$ cat config.mk
export PLATFORM = sky130hd
export DESIGN_NAME = lane_scan_driver_flat
export DESIGN_NICKNAME = d
export VERILOG_FILES = /design/src/rtl/lane_scan_pkg.sv /design/src/rtl/lane_scan_driver_if.sv /design/src/rtl/tick_prescaler.sv /design/src/rtl/lane_scan_driver.sv /design/src/flat_wrapper.sv
export SDC_FILE = /design/constraint.sdc
export NUM_CORES = 1
export LEC_CHECK = 0
export BUFFER_PORTS_ARGS = -buffer_cell sky130_fd_sc_hd__clkbuf_2
export CAP_MARGIN = 20
export CORE_MARGIN = 2
export CORE_UTILIZATION = 65
export CTS_CLUSTER_SIZE = 8
export DETAILED_ROUTE_END_ITERATION = 7
export HOLD_SLACK_MARGIN = 0.05
export PLACE_DENSITY_LB_ADDON = 0.1
export SYNTH_ARGS = -nofsm -noshare
export SYNTH_HDL_FRONTEND = slang
export SYNTH_HIERARCHICAL = 1
export SYNTH_SLANG_ARGS = --single-unit
$ cat constraint.sdc
create_clock -name CLK -period 4.1 [get_ports CLK]
set_input_delay 0.41 -clock CLK [delete_from_list [all_inputs] [get_ports CLK]]
set_output_delay 0.41 -clock CLK [all_outputs]
set_load 0.1 [all_outputs]
$ cat src/rtl/lane_scan_pkg.sv
// Shared definitions for the falling-box display scan blocks.
// Contents:
//   calc_xw / calc_yw / calc_lw - port widths derived from COLS, ROWS, LANES
//   lane_t                      - container type for lane codes
//   empty_code                  - code meaning "no box in this row" (equal to LANES)
package lane_scan_pkg;

  localparam int unsigned LaneWMax = 8;

  typedef logic [LaneWMax-1:0] lane_t;

  function automatic int unsigned calc_xw(int unsigned cols);
    return (cols > 1) ? $clog2(cols) : 1;
  endfunction

  function automatic int unsigned calc_yw(int unsigned rows);
    return (rows > 1) ? $clog2(rows) : 1;
  endfunction

  // One extra code above the lane range encodes an empty row.
  function automatic int unsigned calc_lw(int unsigned lanes);
    return $clog2(lanes + 1);
  endfunction

  function automatic lane_t empty_code(int unsigned lanes);
    return lane_t'(lanes);
  endfunction

endpackage

$ cat src/rtl/lane_scan_driver_if.sv
// Box handshake between the upstream generator and lane_scan_driver.
// Signals:
//   lane_in / lane_valid / lane_ready - new top-row lane code, sampled in the step cycle
//   landed_valid / landed_lane        - box leaving the bottom row
// Modports: master = generator side, slave = scan driver side.
interface lane_scan_driver_if #(
  parameter int unsigned LANES = 4
);
  import lane_scan_pkg::*;

  localparam int unsigned LW = calc_lw(LANES);

  logic [LW-1:0] lane_in;
  logic          lane_valid;
  logic          lane_ready;
  logic          landed_valid;
  logic [LW-1:0] landed_lane;

  modport master (
    output lane_in,
    output lane_valid,
    input  lane_ready,
    input  landed_valid,
    input  landed_lane
  );

  modport slave (
    input  lane_in,
    input  lane_valid,
    output lane_ready,
    output landed_valid,
    output landed_lane
  );

endinterface

$ cat src/rtl/tick_prescaler.sv
// Free-running prescaler: counts 0..DIV-1 and pulses tick_o while the count is DIV-1.
// Ports:
//   clk_i  - clock
//   rst_ni - asynchronous active-low reset
//   tick_o - one-cycle pulse every DIV cycles (every cycle when DIV == 1)
module tick_prescaler #(
  parameter int unsigned DIV = 10000
) (
  input  logic clk_i,
  input  logic rst_ni,
  output logic tick_o
);

  localparam int unsigned CW = (DIV > 1) ? $clog2(DIV) : 1;

  logic [CW-1:0] cnt_q, cnt_d;
  logic          at_end;

  assign at_end = (cnt_q == CW'(DIV - 1));
  assign cnt_d  = at_end ? '0 : cnt_q + 1'b1;

  always_ff @(posedge clk_i or negedge rst_ni) begin
    if (!rst_ni) begin
      cnt_q <= '0;
    end else begin
      cnt_q <= cnt_d;
    end
  end

  // Qualified by reset so a DIV == 1 build still reads 0 while held in reset.
  assign tick_o = at_end & rst_ni;

endmodule

$ cat src/rtl/lane_scan_driver.sv
// Dot-matrix scan driver for the falling-box display.
// Holds one lane code per row, rasters it onto a COLS x ROWS LED matrix at the prescaled
// tick rate and shifts the boxes down one row every FRAMES_PER_STEP completed frames.
// Ports:
//   CLK, RSTn                  - clock, asynchronous active-low reset
//   lane_if (slave)            - new top-row boxes in, landed boxes out
//   x_out, y_out               - current scan column / row (ROWS-1 is top)
//   pix_on                     - LED at (x_out, y_out) is lit
//   scan_tick                  - pulse in the cycle the scan position advances
// Build option: define LANE_SCAN_BLANK_SKIP_EN to raster only lit pixels (one tick per
// empty row); otherwise every pixel of the matrix is visited.
module lane_scan_driver import lane_scan_pkg::*; #(
  parameter  int unsigned COLS            = 8,
  parameter  int unsigned ROWS            = 16,
  parameter  int unsigned LANES           = 4,
  parameter  int unsigned DIV             = 10000,
  parameter  int unsigned FRAMES_PER_STEP = 8,
  localparam int unsigned XW              = calc_xw(COLS),
  localparam int unsigned YW              = calc_yw(ROWS),
  localparam int unsigned LW              = calc_lw(LANES)
) (
  input  logic                CLK,
  input  logic                RSTn,
  lane_scan_driver_if.slave   lane_if,
  output logic [XW-1:0]       x_out,
  output logic [YW-1:0]       y_out,
  output logic                pix_on,
  output logic                scan_tick
);

  localparam int unsigned    W     = COLS / LANES;
  localparam int unsigned    FW    = (FRAMES_PER_STEP > 1) ? $clog2(FRAMES_PER_STEP) : 1;
  localparam logic [LW-1:0]  Empty = LW'(empty_code(LANES));

  logic            tick;
  logic [XW-1:0]   x_q, x_d;
  logic [YW-1:0]   y_q, y_d;
  logic [FW-1:0]   frame_q, frame_d;
  logic [LW-1:0]   rows_q [ROWS];
  logic [LW-1:0]   rows_d [ROWS];
  logic            landed_valid_q, landed_valid_d;
  logic [LW-1:0]   landed_lane_q, landed_lane_d;
  logic [LW-1:0]   cur_lane;
  logic [LW-1:0]   top_in;
  logic            row_last;
  logic            step;

  tick_prescaler #(
    .DIV (DIV)
  ) u_prescaler (
    .clk_i  (CLK),
    .rst_ni (RSTn),
    .tick_o (tick)
  );

  // First column of a lane; empty rows park at column 0.
  function automatic logic [XW-1:0] lane_start(logic [LW-1:0] lane);
    return (lane == Empty) ? '0 : XW'(32'(lane) * W);
  endfunction

  always_comb begin
    cur_lane = rows_q[y_q];
    pix_on   = (cur_lane != Empty) && ((32'(x_q) / W) == 32'(cur_lane));
  end

  always_comb begin
    x_d            = x_q;
    y_d            = y_q;
    frame_d        = frame_q;
    rows_d         = rows_q;
    landed_valid_d = 1'b0;
    landed_lane_d  = landed_lane_q;
    step           = 1'b0;
    top_in         = (lane_if.lane_valid && (lane_if.lane_in < LW'(LANES))) ? lane_if.lane_in
                                                                           : Empty;
`ifdef LANE_SCAN_BLANK_SKIP_EN
    row_last = (cur_lane == Empty) || (32'(x_q) >= 32'(lane_start(cur_lane)) + W - 1);
`else
    row_last = (x_q == XW'(COLS - 1));
`endif

    if (tick) begin
      if (!row_last) begin
        x_d = x_q + 1'b1;
      end else if (y_q == '0) begin
        y_d = YW'(ROWS - 1);
        if (frame_q == FW'(FRAMES_PER_STEP - 1)) begin
          step    = 1'b1;
          frame_d = '0;
        end else begin
          frame_d = frame_q + 1'b1;
        end
      end else begin
        y_d = y_q - 1'b1;
      end
    end

    // Shift only at the frame boundary so a frame never mixes two buffer states.
    if (step) begin
      for (int i = 0; i < ROWS - 1; i++) begin
        rows_d[i] = rows_q[i+1];
      end
      rows_d[ROWS-1] = top_in;
      if (rows_q[0] != Empty) begin
        landed_valid_d = 1'b1;
        landed_lane_d  = rows_q[0];
      end
    end

    if (tick && row_last) begin
`ifdef LANE_SCAN_BLANK_SKIP_EN
      // Row entry uses the post-step buffer so a freshly loaded top row starts correctly.
      x_d = lane_start(rows_d[y_d]);
`else
      x_d = '0;
`endif
    end
  end

  always_ff @(posedge CLK or negedge RSTn) begin
    if (!RSTn) begin
      x_q            <= '0;
      y_q            <= YW'(ROWS - 1);
      frame_q        <= '0;
      landed_valid_q <= 1'b0;
      landed_lane_q  <= '0;
      for (int i = 0; i < ROWS; i++) begin
        rows_q[i] <= Empty;
      end
    end else begin
      x_q            <= x_d;
      y_q            <= y_d;
      frame_q        <= frame_d;
      landed_valid_q <= landed_valid_d;
      landed_lane_q  <= landed_lane_d;
      rows_q         <= rows_d;
    end
  end

  assign x_out                = x_q;
  assign y_out                = y_q;
  assign scan_tick            = tick;
  assign lane_if.lane_ready   = step;
  assign lane_if.landed_valid = landed_valid_q;
  assign lane_if.landed_lane  = landed_lane_q;

endmodule

$ cat src/flat_wrapper.sv
// flat-port wrapper written by rule: the top's interface ports become plain ports
module lane_scan_driver_flat import lane_scan_pkg::*;
#(
  parameter  int unsigned COLS            = 8,
  parameter  int unsigned ROWS            = 16,
  parameter  int unsigned LANES           = 4,
  parameter  int unsigned DIV             = 10000,
  parameter  int unsigned FRAMES_PER_STEP = 8,
  localparam int unsigned XW              = calc_xw(COLS),
  localparam int unsigned YW              = calc_yw(ROWS),
  localparam int unsigned LW              = calc_lw(LANES)
)
  (CLK, RSTn, x_out, y_out, pix_on, scan_tick, lane_if_lane_in, lane_if_lane_valid, lane_if_lane_ready, lane_if_landed_valid, lane_if_landed_lane);
  lane_scan_driver_if #(.LANES(LANES)) lane_if_i ();
  input  logic CLK;
  input  logic RSTn;
  output logic [XW-1:0] x_out;
  output logic [YW-1:0] y_out;
  output logic pix_on;
  output logic scan_tick;
  input wire logic [$bits(lane_if_i.lane_in)-1:0] lane_if_lane_in;
  input wire logic [$bits(lane_if_i.lane_valid)-1:0] lane_if_lane_valid;
  output wire logic [$bits(lane_if_i.lane_ready)-1:0] lane_if_lane_ready;
  output wire logic [$bits(lane_if_i.landed_valid)-1:0] lane_if_landed_valid;
  output wire logic [$bits(lane_if_i.landed_lane)-1:0] lane_if_landed_lane;
  assign lane_if_i.lane_in = lane_if_lane_in;
  assign lane_if_i.lane_valid = lane_if_lane_valid;
  assign lane_if_lane_ready = lane_if_i.lane_ready;
  assign lane_if_landed_valid = lane_if_i.landed_valid;
  assign lane_if_landed_lane = lane_if_i.landed_lane;
  lane_scan_driver #(.COLS(COLS), .ROWS(ROWS), .LANES(LANES), .DIV(DIV), .FRAMES_PER_STEP(FRAMES_PER_STEP)) u_core (.CLK(CLK), .RSTn(RSTn), .lane_if(lane_if_i), .x_out(x_out), .y_out(y_out), .pix_on(pix_on), .scan_tick(scan_tick));
endmodule
# Word level (Yosys, flattened, before mapping)
# Cells that the tools add are included.
# word_totals
regBits	76
input_bits	6
output_inout_bits	14
wordCells	62
# op_classes
addsub	4
order_cmp	2
eq_ne	7
muxes	16
n_bitwise	2
reduce_logical	9
# op_table
operator	n
$mux 3	7
$add 14x1->14 const B	1
$eq 14x14->1 const B	1
$mux 14	1
$bmux 3 s4	1
$add 3x1->3 const B	2
$eq 3x3->1 const B	2
$mux 1	6
$ne 3x3->1 const B	2
$reduce_and 2->1	3
$ge 5x5->1 const B	1
$not 4->5	1
$logic_not 4->1	1
$mux 4	1
$sub 4x1->4 const B	1
$eq 2x3->1	1
$logic_and 1x1->1	3
$lt 3x3->1 const B	1
$reduce_and 3->1	1
$ne 2x2->1 const B	1
$reduce_bool 2->1	1
$and 1x1->1	1

# Longest topological paths before layout
# Gate-level depths: netlist of run 1.
# logic_depth
depth_word	6
depth_mapped	10
depth_no_buf	9

# Hierarchy
# Netlist of run 1, hierarchy kept.
# modules_own_cells
mod	instances	cells_per_inst	area_each_um2	seq_area_each_um2
lane_scan_driver	1	293	2944.1	1576.5
tick_prescaler	1	63	674.4	350.3

# Worst setup path after synthesis of run 1
# No wires, ideal clock.
# synth_timing
path_type	flip-flop to output port
start	reg u_core.y_q[0], in the netlist u_core/y_out[0]
end	out pix_on
arrival_ps	4545
t_required_ps	3690
setup_slack_ps	-855
path_stages_with_launch	6
n_path_buf	2
path_cell_list	dfstp_2 buf_6 buf_12 mux4_1 mux4_2 a311oi_1
# synth_between
elab_chain_cells	6
word_cells_on_any_way	7
classes_between	2 x eq/ne; 3 x mux; 1 x bitwise; 1 x reduce/logical
# synth_rtl
item	line_no	rtl
start: declaration	lane_scan_driver.sv:37	logic [YW-1:0] y_q, y_d;
start signal: assignment	lane_scan_driver.sv:123	y_q <= YW'(ROWS - 1);
start signal: assignment	lane_scan_driver.sv:132	y_q <= y_d;
$not 4->5 (implied by the code) (*)	lane_scan_driver.sv:62	cur_lane = rows_q[y_q];
$bmux 3 s4 (*)	lane_scan_driver.sv:62	
$mux 3 (implied by the code) (*) (2 in series)	lane_scan_driver.sv:62	
$ne 3x3->1 or $eq 2x3->1 (tied branches)	lane_scan_driver.sv:63	pix_on = (cur_lane != Empty) && ((32'(x_q) / W) == 32'(cur_lane));
$logic_and 1x1->1 (*)	lane_scan_driver.sv:63	
end: declaration	flat_wrapper.sv:19	output logic pix_on;
# Mark *: on every way between the ends. The rest lies on a longest branch, timed or not. The select of a mux whose other input is x is not followed.

# Worst setup path in the final report of run 1
# Same ends and word-level chain as after synthesis.

==> run_results.csv, run 1 <==
group,metric,value,unit
timing,hold_viol,0,
clock_network,htreeDepth,3,
critical_path,worst-setup-path-type,"reg -> out",
global_routing,grt_usage,24.1,%
timing,fin_skew,0.00596,ns
finish,n_antenna_cell,0,
critical_path,slowest_delay,0.87,ns
worst_hold_path,hp-class,"in -> reg",
critical_path,rr_worst_depth,9,
global_routing,antenna_found_initial,0,
drt,via_per_inst,5.59,
logic_synthesis,ys_types,37,
clock_network,clk_pin_slew_worst_paths,0.08,ns
critical_path,crit_arrival,3.18,ns
timing,relSlewSlack,38.4,%
floorplanning,fp.dieW,78.6,microns
global_routing,first_global_vias,2411,
critical_path,critPathCaptureType,"output pin",
logic_synthesis,synth_top_cell_by_area,"dfrtp_1",
outcome,status,"finished clean",
power,combPwrFrac,1.3,%
clock_network,cts_tree,"yes",
timing,worst_slew_pin_slew,0.924,ns
timing,grt_setup_unrepaired,"false",
finish,drive_above_1_share,19.2,%
finish,nets,389,
floorplanning,start_util,66.5,%
clock_network,cts_max_path_buffers,2,
timing,period_minus_slack,3.59,ns
clock_network,clkSinkCount,76,
floorplanning,chipHeight,78.6,microns
clock_network,root_buffer,"clkbuf_8",
logic_synthesis,syn_inst,356,
power,pwr-share-clk,47.2,%
power,powerDensity,361,nW/um^2
drt,wl,6.81,mm
timing,min_period_over_period,87.6,%
placement,place_congestion,0.797,
finish,fillerInstances,379,
logic_synthesis,synth.top_cell.area_share,38.7,%
power,peakVddDrop,236,uV
drt,post_drt_wl_per_cell,15.1,microns
worst_hold_path,min_path_cells,3,
clock_network,cts_setup_buffers,0,
critical_path,r2r_start,"u_core/u_prescaler/cnt_q[11]$_DFF_PN0_",
critical_path,start_kind,"flip-flop",
drt,route.met3.wl,240,microns
power,total_leakage_power,0.00212,uW
logic_synthesis,ys.flop_type,"dfrtp_1",
global_routing,grt-ovfl-total,0,
critical_path,timing.rr.end,"u_core/rows_q[0]$_DFFE_PN0P_",
logic_synthesis,yosysWarningCount,6,
critical_path,worstPathMaxFanout,19,
floorplanning,std_cell_rows,27,
logic_synthesis,yosys-top-cells-count,"nand2_1, dfrtp_1, dfstp_2, nor2_1, clkbuf_1",
placement,io_buffers,19,
clock_network,worstSkewPairLatency,0.34,ns
logic_synthesis,synth.net_count,370,
timing,finalSetupViolCount,0,
finish,area_growth,11.3,%
critical_path,slowest_stage,"dfstp_2",
logic_synthesis,synth_seq_cells,76,
logic_synthesis,synth.avg_cell_area,10.2,sq um
logic_synthesis,postSynth.asyncResetShare,100,%
worst_hold_path,hold_path_startpoint,"lane_if_lane_in[1]",
floorplanning,ios,20,
drt,ant_nets,0,
logic_synthesis,synth_most_common_cell,"nand2_1",
power,p_int,1170,uW
power,power_frac_seq,51.5,%
global_routing,grt_max_degree,77,
logic_synthesis,synthTopCellsByArea,"dfrtp_1, nand2_1, dfstp_2",
timing,max_freq,278,MHz
clock_network,cts_resized,0,
run,maxCapViolCount,0,
worst_hold_path,holdPathEnd,"u_core/rows_q[1]$_DFFE_PN0P_",
critical_path,rrSetupSlack,0.99,ns
drt,drt_iter0_markers,147,
timing,fin_tns_setup,0,ns
drt,maxUsedRoutingLayer,"met4",
power,swShare,19.3,%
logic_synthesis,syn_area,3620,sq um
drt,wl_met1,3.18,mm
power,power.total,1460,uW
clock_network,cts_buffers,9,
drt,via_count,2528,
logic_synthesis,synth_edf_count,0,
drt,route.detailed.drc,0,
drt,met2_length,3.21,mm
timing,drv_slew,0,
clock_network,hold_buffers,0,
critical_path,crit_chain,"mux4_1 -> mux4_2 -> xnor2_1 -> a311oi_2 -> clkbuf_2",
floorplanning,dieArea,6180,sq um
logic_synthesis,synth-seq-area-share,53.3,%
power,switching_power,282,uW
placement,hpwl,4.48,mm
global_routing,grt_first_pass_wirelength,11.4,mm
critical_path,required,3.69,ns
floorplanning,core,5440,sq um
drt,dr.pass1.iters,4,
==> layout by cell type (no fill, tap or decap), types with 2 or more instances in the layout <==
master,instances
nand2_1,148
bufinv_16,3
ha_1,8
dfstp_2,20
or3_1,2
a21oi_1,4
xor2_1,7
nor2_1,15
nor3_1,3
xnor2_1,5
and2_1,2
nand3_1,7
o21ai_0,7
mux4_2,5
inv_1,7
mux2_2,5
nand4_1,3
a22o_1,3
buf_4,4
dfrtp_1,56
o21bai_1,2
nand2b_1,2
nor2b_1,3
clkbuf_2,17
mux2i_1,9
nor4_1,2
mux4_1,7
clkbuf_8,10
==> layer usage <==
| metal | GRT usage [%] | vias to the layer above |
|---|---|---|
| met5 | 0 | - |
| met4 | 11.4 | 0 |
| met3 | 5.17 | 17 |
| met2 | 37.4 | 58 |
| met1 | 32.8 | 1234 |
| li1 | - | 1219 |
==> state kept, by name, summed over array words and instances (netlist names) <==
| name | cells |
|---|---|
| u_core/frame_q | 3 |
| u_core/u_prescaler/cnt_q | 14 |
| u_core/y_out | 4 |
| u_core/x_out | 3 |
| u_core/rows_q | 48 |
| u_core/lane_if.landed_valid | 1 |
| u_core/lane_if.landed_lane | 3 |
==> per-stage QoR <==
stage / area (sq um) / util, % / hold slack, ns / instances / worst slack, ns
after floorplan: 3620 / - / 0.114 / 356 / 0.0559
after global placement: 3780 / 69.5 / 0.448 / 436 / 0.919
after detailed placement: 3780 / 69.5 / 0.456 / 436 / 0.863
after CTS: 4030 / 74.1 / 0.282 / 452 / 0.496
after global routing: 4030 / 74.1 / 0.293 / 452 / 0.374
final: 4030 / 74.1 / 0.296 / 452 / 0.507
==> final cells by class <==
class	count	area [sq um]	area share, %
timing repair buffer	22	135	3.36
multi-input combinational	258	1600	39.6
sequential	76	1930	47.8
tap	72	90.1	2.24
inverter	8	30.0	0.746
clock buffer	10	138	3.42
clock inverter	6	111	2.76
==> cells by family after synthesis <==
family	share of synthesized area, %
AO/OA/AOI/OAI	3.60
multiplexers	12.2
XOR/XNOR	2.90
flip-flops	53.3
buffers and inverters	2.94
AND/OR/NAND/NOR	22.3
adder cells (fa/ha/maj)	2.77
==> power groups by stage <==
stage | Clock (uW) | Combinational [uW] | Sequential [uW]
finish | 687 | 18.2 | 750
CTS | 701 | 19.3 | 750
global placement | 0 | 19.3 | 764
detailed placement | 0 | 19.3 | 764
global route | 725 | 21.7 | 750
floorplan | 0 | 0.563 | 764
==> worst max-delay path, delay by kind of cell, from the launching register on <==
kind / cells / cell delay [ns]
mux: 2 / 1.11
flops: 1 / 0.87
buf+inv: 1 / 0.50
compound gates: 1 / 0.21
xor+xnor: 1 / 0.15
==> worst max-delay path by stage <==
stage                                                      start            endpoint  slack, ns  cells after the start
after floorplan           u_core/u_prescaler/cnt_q[11]$_DFF_PN0_  lane_if_lane_ready       0.06                      7
after global placement               u_core/y_out[0]$_DFFE_PN1P_              pix_on       0.92                      5
after detailed placement             u_core/y_out[0]$_DFFE_PN1P_              pix_on       0.86                      5
after CTS                            u_core/y_out[0]$_DFFE_PN1P_              pix_on       0.50                      5
after global routing                 u_core/y_out[0]$_DFFE_PN1P_              pix_on       0.37                      5
final                                u_core/y_out[0]$_DFFE_PN1P_              pix_on       0.51                      5
No activity file was read; power rests on OpenSTA's default activity.
==> run 2, diff against run 1 <==
--- a/config.mk
+++ b/config.mk
@@ -8,7 +8,7 @@
 export BUFFER_PORTS_ARGS = -buffer_cell sky130_fd_sc_hd__clkbuf_2
 export CAP_MARGIN = 20
 export CORE_MARGIN = 2
-export CORE_UTILIZATION = 65
+export CORE_UTILIZATION = 60
 export CTS_CLUSTER_SIZE = 8
 export DETAILED_ROUTE_END_ITERATION = 7
 export HOLD_SLACK_MARGIN = 0.05
==> constraint.sdc (replaced) <==
create_clock -name CLK -period 4.11 [get_ports CLK]
set_input_delay 0.411 -clock CLK [delete_from_list [all_inputs] [get_ports CLK]]
set_output_delay 0.411 -clock CLK [all_outputs]
set_load 0.1 [all_outputs]
==> run 2 against run 1 <==
Effect of this change:
- via count about the same
- clock skew up 0.00096 ns
- combinational power about the same
- sequential share of layout area up 0.33 points
- critical path type unchanged
- die area up 7.9%
- first-iteration DRC count up 16%
- worst setup slack worse by 0.027 ns
- utilization down 6.1 points
- flip-flop and latch count unchanged
- critical endpoint unchanged
==> run_results.csv, run 2 (synthesis gave the netlist of run 1 again) <==
group,metric,value,unit
floorplanning,core,5890,sq um
critical_path,slowest_delay,0.88,ns
clock_network,clkSinkCount,76,
power,powerDensity,346,nW/um^2
timing,fin_skew,0.00692,ns
timing,worst_slew_pin_slew,0.914,ns
finish,fillerInstances,456,
critical_path,required,3.70,ns
floorplanning,std_cell_rows,28,
timing,min_period_over_period,88.3,%
placement,io_buffers,19,
finish,final_util,68.0,%
critical_path,slowest_stage,"dfstp_2",
global_routing,antenna_found_initial,0,
critical_path,path_depth,5,
clock_network,cts_resized,0,
floorplanning,fp.dieW,81.7,microns
worst_hold_path,min_path_cells,3,
timing,period_minus_slack,3.63,ns
finish,layoutNonFillerInstCount,455,
clock_network,cts_tree,"yes",
worst_hold_path,hp-class,"in -> reg",
placement,place_congestion,0.798,
finish,area_growth,10.5,%
timing,relSlewSlack,39.1,%
global_routing,grt-ovfl-total,0,
clock_network,cts_max_path_buffers,2,
global_routing,grt_first_pass_wirelength,11.7,mm
timing,drv_slew,0,
clock_network,cts_setup_buffers,0,
global_routing,first_global_vias,2492,
clock_network,root_buffer,"clkbuf_8",
floorplanning,ios,20,
global_routing,grt_max_degree,77,
clock_network,worstSkewPairLatency,0.34,ns
floorplanning,chipHeight,81.7,microns
timing,finalSetupViolCount,0,
drt,dr.pass1.iters,4,
timing,hold_viol,0,
global_routing,grt_usage,23.6,%
outcome,status,"finished clean",
drt,via_count,2526,
clock_network,hold_buffers,0,
drt,via_per_inst,5.55,
finish,top_register,"u_core/rows_q",
drt,wl,6.86,mm
timing,fin_tns_setup,0,ns
critical_path,crit_chain,"mux4_1 -> mux4_2 -> xnor2_1 -> a311oi_2 -> clkbuf_2",
timing,max_freq,276,MHz
placement,dp_cells,439,
finish,largest_reg_flops,48,
critical_path,crit_arrival,3.22,ns
finish,drive_above_1_share,18.7,%
critical_path,cp.buffers_inverters,1,
clock_network,cts_buffers,9,
finish,final_cell_mix,"nand2_1, dfrtp_1, dfstp_2",
run,maxCapViolCount,0,
finish,layout_commonest_cell,"nand2_1",
timing,grt_setup_unrepaired,"false",
critical_path,start_kind,"flip-flop",
floorplanning,start_util,61.5,%
clock_network,htreeDepth,3,
power,total_leakage_power,0.00211,uW
placement,hpwl,4.62,mm
drt,ant_nets,0,
finish,nets,389,
clock_network,clk_pin_slew_worst_paths,0.08,ns
floorplanning,dieArea,6670,sq um
critical_path,path_delay_family,"multiplexers",
critical_path,rr_worst_depth,9,
drt,route.detailed.drc,0,
drt,drt_iter0_markers,171,
finish,n_antenna_cell,0,
power,peakVddDrop,196,uV
critical_path,critPathCaptureType,"output pin",
drt,post_drt_wl_per_cell,15.1,microns
critical_path,worstPathMaxFanout,19,
critical_path,worst-setup-path-type,"reg -> out",
## run 2: changes by cell type in the layout (fill, tap and decap cells not counted), sizes merged
cell,delta
clkinv,-1
clkbuf,+2
bufinv,-1
## run 2: cell type report
cell class / count / area [sq um] / area share (%)
flip-flops and latches: 76 / 1930 / 48.2
multi-input cells: 258 / 1600 / 39.9
clock buffers: 12 / 145 / 3.63
repair buffers: 22 / 135 / 3.38
well taps: 75 / 93.8 / 2.35
clock inverters: 4 / 72.6 / 1.81
inverters: 8 / 30.0 / 0.751
## run 2: final timing paths
path	startpoint	endpoint	slack, ns
max in group asynchronous	RSTn	u_core/u_prescaler/cnt_q[11]$_DFF_PN0_	3.21
hold / removal	lane_if_lane_in[0]	u_core/rows_q[0]$_DFFE_PN0P_	0.28
setup / recovery	u_core/y_out[0]$_DFFE_PN1P_	pix_on	0.48
min in group asynchronous	RSTn	u_core/rows_q[46]$_DFFE_PN0P_	0.32
hold reg to reg	u_core/rows_q[20]$_DFFE_PN1P_	u_core/rows_q[23]$_DFFE_PN1P_	0.46
setup reg to reg	u_core/u_prescaler/cnt_q[7]$_DFF_PN0_	u_core/rows_q[0]$_DFFE_PN0P_	1.07
## run 2: per-layer routing
metal,vias to the layer above,global-route usage (%),wire (microns)
met5,-,0,0
met1,1261,31.8,3060
li1,1218,-,-
met2,40,37.3,3440
met3,7,5.93,284
met4,0,8.67,72
## run 2: through the flow
step           power (uW)  instance area [sq um]  setup WS [ns]  hold slack, ns
2_1_floorplan         763                   3620         0.0649           0.115
3_5_place_dp          781                   3780          0.856           0.453
4_1_cts              1400                   4000          0.461           0.262
3_3_place_gp          781                   3780          0.895           0.450
5_1_grt              1440                   4000          0.352           0.286
6_report             1390                   4000          0.481           0.280
## run 2: worst min-delay path, cell delays in order
cell and delay, ns:
clkbuf_2 0.08, nand3_1 0.05, nand2_1 0.05
## run 2: power by group
| part | switching (uW) | internal, uW |
|---|---|---|
| logic | 15.1 | 2.82 |
| clock network | 262 | 358 |
| registers | 0 | 748 |
